**src/rtl/axi_4_mst.sv**
```systemverilog
// Single-outstanding AXI4-Lite master driven by a simple command/response port.
// Optional watchdog on every wait state: define AXI_MST_TIMEOUT_EN.

`ifndef C_AXI_ADDR_WIDTH
`define C_AXI_ADDR_WIDTH 32
`endif
`ifndef C_AXI_DATA_WIDTH
`define C_AXI_DATA_WIDTH 32
`endif
`ifndef C_AXI_STROBE_WIDTH
`define C_AXI_STROBE_WIDTH 4
`endif

module axi_4_mst #(
    parameter int TIMEOUT_CYCLES = 256
) (
    input  logic                            M_AXI_ACLK,
    input  logic                            M_AXI_ARESETN,
    input  logic                            cmd_valid,
    output logic                            cmd_ready,
    input  logic                            cmd_wr,
    input  logic [`C_AXI_ADDR_WIDTH-1:0]    cmd_addr,
    input  logic [`C_AXI_DATA_WIDTH-1:0]    cmd_wdata,
    input  logic [`C_AXI_STROBE_WIDTH-1:0]  cmd_wstrb,
    output logic                            rsp_valid,
    output logic [`C_AXI_DATA_WIDTH-1:0]    rsp_rdata,
    output logic [1:0]                      rsp_resp,
    output logic                            rsp_timeout,
    output logic                            M_AXI_AWVALID,
    input  logic                            M_AXI_AWREADY,
    output logic [`C_AXI_ADDR_WIDTH-1:0]    M_AXI_AWADDR,
    output logic [2:0]                      M_AXI_AWPROT,
    output logic                            M_AXI_WVALID,
    input  logic                            M_AXI_WREADY,
    output logic [`C_AXI_DATA_WIDTH-1:0]    M_AXI_WDATA,
    output logic [`C_AXI_STROBE_WIDTH-1:0]  M_AXI_WSTRB,
    input  logic                            M_AXI_BVALID,
    output logic                            M_AXI_BREADY,
    input  logic [1:0]                      M_AXI_BRESP,
    output logic                            M_AXI_ARVALID,
    input  logic                            M_AXI_ARREADY,
    output logic [`C_AXI_ADDR_WIDTH-1:0]    M_AXI_ARADDR,
    output logic [2:0]                      M_AXI_ARPROT,
    input  logic                            M_AXI_RVALID,
    output logic                            M_AXI_RREADY,
    input  logic [`C_AXI_DATA_WIDTH-1:0]    M_AXI_RDATA,
    input  logic [1:0]                      M_AXI_RRESP
);
    localparam int A = `C_AXI_ADDR_WIDTH;
    localparam int D = `C_AXI_DATA_WIDTH;
    localparam int S = `C_AXI_STROBE_WIDTH;

    typedef enum logic [2:0] {IDLE, WR_REQ, WR_RESP, RD_REQ, RD_RESP} state_t;

    state_t         state_q, state_d;
    logic           awvalid_q, awvalid_d;
    logic           wvalid_q, wvalid_d;
    logic           arvalid_q, arvalid_d;
    logic [A-1:0]   awaddr_q, awaddr_d;
    logic [A-1:0]   araddr_q, araddr_d;
    logic [D-1:0]   wdata_q, wdata_d;
    logic [S-1:0]   wstrb_q, wstrb_d;
    logic           rsp_valid_q, rsp_valid_d;
    logic [D-1:0]   rsp_rdata_q, rsp_rdata_d;
    logic [1:0]     rsp_resp_q, rsp_resp_d;

`ifdef AXI_MST_TIMEOUT_EN
    localparam int CW = $clog2(TIMEOUT_CYCLES + 1);
    logic [CW-1:0]  cnt_q, cnt_d;
    logic           rsp_timeout_q, rsp_timeout_d;
`else
    localparam int unused_timeout_cycles = TIMEOUT_CYCLES;
`endif

    always_comb begin
        state_d     = state_q;
        awvalid_d   = awvalid_q;
        wvalid_d    = wvalid_q;
        arvalid_d   = arvalid_q;
        awaddr_d    = awaddr_q;
        araddr_d    = araddr_q;
        wdata_d     = wdata_q;
        wstrb_d     = wstrb_q;
        rsp_valid_d = 1'b0;
        rsp_rdata_d = rsp_rdata_q;
        rsp_resp_d  = rsp_resp_q;
`ifdef AXI_MST_TIMEOUT_EN
        rsp_timeout_d = rsp_timeout_q;
        cnt_d         = cnt_q;
`endif
        unique case (state_q)
            IDLE: begin
                if (cmd_valid) begin
                    if (cmd_wr) begin
                        awaddr_d  = cmd_addr;
                        wdata_d   = cmd_wdata;
                        wstrb_d   = cmd_wstrb;
                        awvalid_d = 1'b1;
                        wvalid_d  = 1'b1;
                        state_d   = WR_REQ;
                    end else begin
                        araddr_d  = cmd_addr;
                        arvalid_d = 1'b1;
                        state_d   = RD_REQ;
                    end
                end
            end
            WR_REQ: begin
                if (awvalid_q && M_AXI_AWREADY) awvalid_d = 1'b0;
                if (wvalid_q && M_AXI_WREADY)   wvalid_d  = 1'b0;
                // AW and W retire independently; move on once both are gone
                if (!awvalid_d && !wvalid_d)    state_d   = WR_RESP;
            end
            WR_RESP: begin
                if (M_AXI_BVALID) begin
                    rsp_valid_d = 1'b1;
                    rsp_rdata_d = '0;
                    rsp_resp_d  = M_AXI_BRESP;
`ifdef AXI_MST_TIMEOUT_EN
                    rsp_timeout_d = 1'b0;
`endif
                    state_d     = IDLE;
                end
            end
            RD_REQ: begin
                if (M_AXI_ARREADY) begin
                    arvalid_d = 1'b0;
                    state_d   = RD_RESP;
                end
            end
            RD_RESP: begin
                if (M_AXI_RVALID) begin
                    rsp_valid_d = 1'b1;
                    rsp_rdata_d = M_AXI_RDATA;
                    rsp_resp_d  = M_AXI_RRESP;
`ifdef AXI_MST_TIMEOUT_EN
                    rsp_timeout_d = 1'b0;
`endif
                    state_d     = IDLE;
                end
            end
            default: state_d = IDLE;
        endcase
`ifdef AXI_MST_TIMEOUT_EN
        // A handshake landing on the last allowed cycle still wins
        if (state_q != IDLE && state_d == state_q
            && cnt_q == CW'(TIMEOUT_CYCLES - 1)) begin
            awvalid_d     = 1'b0;
            wvalid_d      = 1'b0;
            arvalid_d     = 1'b0;
            rsp_valid_d   = 1'b1;
            rsp_rdata_d   = '0;
            rsp_resp_d    = 2'b10;
            rsp_timeout_d = 1'b1;
            state_d       = IDLE;
        end
        cnt_d = (state_q == IDLE || state_d != state_q) ? '0 : cnt_q + CW'(1);
`endif
    end

    always_ff @(posedge M_AXI_ACLK or negedge M_AXI_ARESETN) begin
        if (!M_AXI_ARESETN) begin
            state_q     <= IDLE;
            awvalid_q   <= 1'b0;
            wvalid_q    <= 1'b0;
            arvalid_q   <= 1'b0;
            awaddr_q    <= '0;
            araddr_q    <= '0;
            wdata_q     <= '0;
            wstrb_q     <= '0;
            rsp_valid_q <= 1'b0;
            rsp_rdata_q <= '0;
            rsp_resp_q  <= 2'b00;
`ifdef AXI_MST_TIMEOUT_EN
            rsp_timeout_q <= 1'b0;
            cnt_q         <= '0;
`endif
        end else begin
            state_q     <= state_d;
            awvalid_q   <= awvalid_d;
            wvalid_q    <= wvalid_d;
            arvalid_q   <= arvalid_d;
            awaddr_q    <= awaddr_d;
            araddr_q    <= araddr_d;
            wdata_q     <= wdata_d;
            wstrb_q     <= wstrb_d;
            rsp_valid_q <= rsp_valid_d;
            rsp_rdata_q <= rsp_rdata_d;
            rsp_resp_q  <= rsp_resp_d;
`ifdef AXI_MST_TIMEOUT_EN
            rsp_timeout_q <= rsp_timeout_d;
            cnt_q         <= cnt_d;
`endif
        end
    end

    assign cmd_ready     = (state_q == IDLE);
    assign rsp_valid     = rsp_valid_q;
    assign rsp_rdata     = rsp_rdata_q;
    assign rsp_resp      = rsp_resp_q;
`ifdef AXI_MST_TIMEOUT_EN
    assign rsp_timeout   = rsp_timeout_q;
`else
    assign rsp_timeout   = 1'b0;
`endif
    assign M_AXI_AWVALID = awvalid_q;
    assign M_AXI_AWADDR  = awaddr_q;
    assign M_AXI_AWPROT  = 3'b000;
    assign M_AXI_WVALID  = wvalid_q;
    assign M_AXI_WDATA   = wdata_q;
    assign M_AXI_WSTRB   = wstrb_q;
    assign M_AXI_BREADY  = (state_q == WR_RESP);
    assign M_AXI_ARVALID = arvalid_q;
    assign M_AXI_ARADDR  = araddr_q;
    assign M_AXI_ARPROT  = 3'b000;
    assign M_AXI_RREADY  = (state_q == RD_RESP);

endmodule

```
**config.mk**
```make
export PLATFORM = sky130hd
export DESIGN_NAME = axi_4_mst
export DESIGN_NICKNAME = d
export VERILOG_FILES = /design/src/rtl/axi_4_mst.sv
export SDC_FILE = /design/constraint.sdc
export NUM_CORES = 1
export LEC_CHECK = 0
export ABC_AREA = 1
export CORE_ASPECT_RATIO = 2
export CORE_UTILIZATION = 35
export DETAILED_ROUTE_END_ITERATION = 10
export HOLD_SLACK_MARGIN = 0.1
export PLACE_DENSITY_LB_ADDON = 0.12
export SKIP_LAST_GASP = 1
export SLEW_MARGIN = 20
export SYNTH_ARGS = -nofsm -noshare
export SYNTH_HDL_FRONTEND = slang
export SYNTH_SLANG_ARGS = --single-unit
```
**constraint.sdc**
```tcl
create_clock -name M_AXI_ACLK -period 1.7 [get_ports M_AXI_ACLK]
set_input_delay 0.255 -clock M_AXI_ACLK [delete_from_list [all_inputs] [get_ports M_AXI_ACLK]]
set_output_delay 0.255 -clock M_AXI_ACLK [all_outputs]
set_load 0.05 [all_outputs]
```
# After elaboration in Yosys (flattened, before gate mapping)
# Cells that the tools add are included.
# word_totals
wordCells,66
output_inout_bits,148
reg_bits,141
# classes
mux,28
bitwise_logic,1
n_reduce_logical,15
eq_ne,11
# ops
cell,count
$mux W32,2
$pmux W32 S2,1
$mux W3,5
$pmux W3 S5,1
$ne A2 B2 Y1 const B,6
$reduce_and A3 Y1,4
$mux W1,11
$pmux W1 S2,4
$eq A3 B2 Y1 const B,2
$mux W2,3
$reduce_bool A2 Y1,3
$reduce_and A5 Y1,1
$pmux W2 S2,1
$reduce_and A4 Y1,1
$eq A3 B1 Y1 const B,1
$eq A3 B3 Y1 const B,1
$logic_and A1 B1 Y1,3
$logic_not A3 Y1,1
$logic_not A1 Y1,2
$ne A2 B1 Y1 const B,1
$not A1 Y1,1

# Depth between registers and ports, before layout
# depth
depth_word,7
depth_mapped,8
ltp_nobuf,8

# Least setup slack after synthesis
# OpenSTA, ideal clock, no wires.
# synth_path
path_kind,reg2reg
startpoint,register state_q[0]
endpoint,"register rsp_rdata_q[10], in the netlist rsp_rdata[10]"
setup_ns,0.120
synth_period_minus_slack_ns,2.461
slack_ns,-0.761
t_required_ns,1.580
path_buffers,1
arrival_ns,2.341
stages_incl_launch_ff,6
cell_sequence,dfrtp_1 > nor3_1 > nand2_1 > buf_2 > nand3_1 > nand2_1
# synth_via
elab_chain_len,3
# synth_lines
item,line,source
start: declaration,55,"state_t state_q, state_d;"
start signal: assignment,179,state_q <= state_d;
$eq A3 B2 Y1 *,n/a,
named net M_AXI_BREADY,38,"output logic M_AXI_BREADY,"
$ne A2 B2 Y1 (no line) or $reduce_bool A2 Y1 (tied branches),n/a,
$reduce_and A3 Y1 (no line),n/a,
end signal: assignment,188,rsp_rdata_q <= rsp_rdata_d;
end: declaration,64,"logic [D-1:0] rsp_rdata_q, rsp_rdata_d;"
# The timed path passes the listed nets; every way through them passes the cells marked *.
# A chain may end at the register's enable or synchronous reset.

# Final worst setup path
# layout_path
startpoint,register state_q[2]
endpoint,output cmd_ready
# layout_via
elab_chain_len,1
# layout_lines
item,line,source
$logic_not A3 Y1,197,assign cmd_ready = (state_q == IDLE);
end: declaration,20,"output logic cmd_ready,"
# Every way passes these cells.

==> impl_metrics.ini <==
[synthesis]
synth.distinct_cells = 27
async_flop_share = 1.000
synth_mux_area_frac = 0
synth_top_family_by_area = simple AND/OR/NAND/NOR gates
syn_area_um2 = 5824
synth_warnings = 0
synth_ff_type = dfrtp_1
synth_compound_area_frac = 0.1205
synthTopCellsByCount = nand2_1, dfrtp_1, inv_1, nand3_1, o21ai_0
synth-simple-area-share = 0.1719
yosys_register_bits = 141
synth_area_leaders = dfrtp_1, nand2_1, nand3_1
avgSynthCellArea_um2 = 9.611
yosysMostFrequentCell = nand2_1
seq_area_frac_synth = 0.6058
synthXorXnorAreaFrac = 0
synth_top_area_share = 0.6058
synthAdderAreaFrac = 0
netlist_instances = 606
synth_top_area_cell = dfrtp_1
synth_edf_count = 0

[clock_tree]
cts_max_level = 4
cts.sinks = 141
clock_tree.buffer_depth = 2
numCtsBuffers = 17
cts_tree = built
clkTransAtPathRegs_ns = 0.06
cts_root_buffer = clkbuf_16
clock_latency_ns = 0.41

[layout]
drive_above_1_share = 0.2795
instances_no_fill = 1084
fin_util = 0.5436
syn_to_final_growth_pct = 51.84
final_nets = 980
diodes = 0

[sta]
relSlewSlack = 0.6563
finalSetupViolations = 0
fin_skew_ns = 0.009213
rsz0062_at_grt = no
whs_ns = 0.3429
finalMaxSlewViolations = 0
worstMarginPinSlew_ns = 0.5155
period_minus_slack_ns = 1.651
fin_crit_sh = 0.9709
worst_slack_ns = 0.04948
hold_violations = 0
fmax_ghz = 0.6059

[setup_path]
reg2reg_from = state_q[2]$_DFFE_PN0P_
reg2reg_slack_ns = 0.11
cp_max_fo = 3
critical_path_class = reg -> out
timing.rr.end = M_AXI_WDATA[29]$_DFFE_PN0P_
arrival_ns = 1.40
required_ns = 1.44
startpoint_type = flop
crit_path_end_kind = primary output
reg2regPathDepth = 7

[floorplan]
die_x_um = 93.22
core-area_um2 = 16270
rows = 66
die-area_um2 = 17190
start_util = 0.3580
io_pins = 261
die_h_um = 184.4

[global_route]
grt_first_pass_wirelength_um = 25050
grt_max_degree = 65
top_usage_layer = met2
overflow = 0
grt_pass1_vias = 5102
met1_usage = 0.2079
grt.total_usage = 0.1907
grt_antenna_before_repair = 0
grt_use_met2 = 0.3385
gr-usage-met3 = 0.05198

[placement]
post-place-ws_ns = -0.06171
portBuffers = 253
gp_congestion = 0.7982
place_inst = 1047
hpwlAfterDp_um = 11630

[run_status]
status = finished, final reports clean

[flow_run]
maxCapViolations = 0

[route]
drt_iter0_drc = 120
antenna_left = 0
routed_wl_um = 15750
dr.pass1.iters = 4
wl_per_cell_um = 14.53
via_count = 4945
drc = 0
viasPerCell = 4.562

[power_and_ir_drop]
p_switching_uw = 9668
comb_power_share = 0.540
clkPwrFrac = 0.175
p_sw_frac = 0.4906
intPower_uw = 10040
p_total_uw = 19710
cellLeakagePower_uw = 0.004642
p_seq_frac = 0.285
max-vdd-ir-drop_mv = 1.192
cellPowerDensity_nw_per_um2 = 2228

[hold_path]
hold_path.class = in -> async
## metrics by stage
| step | area [um2] | TNS, ns |
|---|---|---|
| after floorplan | 5858 | 0 |
| after global placement | 8243 | -0.004091 |
| after detailed placement | 8243 | -0.4466 |
| after CTS | 8841 | 0 |
| after global routing | 8843 | 0 |
| final | 8843 | 0 |
## worst max-delay path: stages, from the launching register on
cell,delay [ns]
dfrtp_2,0.44
nor2_2,0.13
inv_2,0.07
nor2_4,0.18
buf_12,0.16
## flip-flops by register name, summed over array words and instances (netlist names), 2 cells and up
name / count
M_AXI_ARADDR: 32
M_AXI_AWADDR: 32
M_AXI_WDATA: 32
rsp_rdata: 32
M_AXI_WSTRB: 4
state_q: 3
rsp_resp: 2
## worst max-delay path by stage
stage               cells after the start              startpoint                           to
floorplan                               5  state_q[0]$_DFFE_PN0P_    rsp_rdata[10]$_DFFE_PN0P_
global placement                        6               cmd_valid  M_AXI_AWADDR[9]$_DFFE_PN0P_
detailed placement                      5               cmd_valid  M_AXI_WDATA[28]$_DFFE_PN0P_
CTS                                     3  state_q[0]$_DFFE_PN0P_                 M_AXI_BREADY
global route                            4  state_q[2]$_DFFE_PN0P_                    cmd_ready
finish                                  4  state_q[2]$_DFFE_PN0P_                    cmd_ready
## cell usage in the layout, fill, tap and decap left out, drive strengths merged
master         count
nor2               7
o21a               1
a22oi              1
o21ai            101
or2                2
clkdlybuf4s50    111
nor3               1
bufinv             1
conb               7
buf              165
nand3b             1
nand3             70
a21oi              4
clkinv             6
dlygate4sd3        1
and2               1
nand2            151
o211ai             2
inv               80
dfrtp            141
clkbuf            21
nand4              1
clkinvlp           4
## cell type report
| cell class | instances | area (um2) |
|---|---|---|
| well taps | 204 | 255.2 |
| clock buffers | 21 | 460.4 |
| flip-flops and latches | 141 | 3530 |
| clock inverters | 11 | 93.84 |
| inverters | 80 | 302.8 |
| fillers | 1463 | 7425 |
| repair buffers | 277 | 2451 |
| multi-input cells | 350 | 1750 |
## power groups by stage
stage | clock, uW | combinational (uW) | sequential, uW
2_1_floorplan | 0 | 2340 | 10400
3_3_place_gp | 0 | 10500 | 5610
3_5_place_dp | 0 | 10700 | 5650
4_1_cts | 3590 | 10700 | 5630
5_1_grt | 3700 | 11200 | 5790
6_report | 3460 | 10600 | 5610
## logic make-up (layout without fill, tap and decap cells)
logic type | count (synthesis) | count (layout)
compound gates | 109 | 109
buf+inv | 121 | 389
flops | 141 | 141
other cells | 1 | 7
simple gates | 234 | 234
## timing repair
action                                  CTS  global route
endpoints found under the setup margin    2             2
pin swaps                                 1             1
endpoints found under the hold margin    38             0
hold buffers                              1             0
buffers inserted                          4             0
cloned                                    0             0
resized for setup                         2             1
## layer usage
| metal | vias up | part of all wire |
|---|---|---|
| met3 | 24 | 0.066 |
| li1 | 2426 | - |
| met1 | 2293 | 0.37 |
| met5 | - | 0 |
| met2 | 202 | 0.54 |
| met4 | 0 | 0.022 |
No activity file was read; power rests on OpenSTA's default activity.
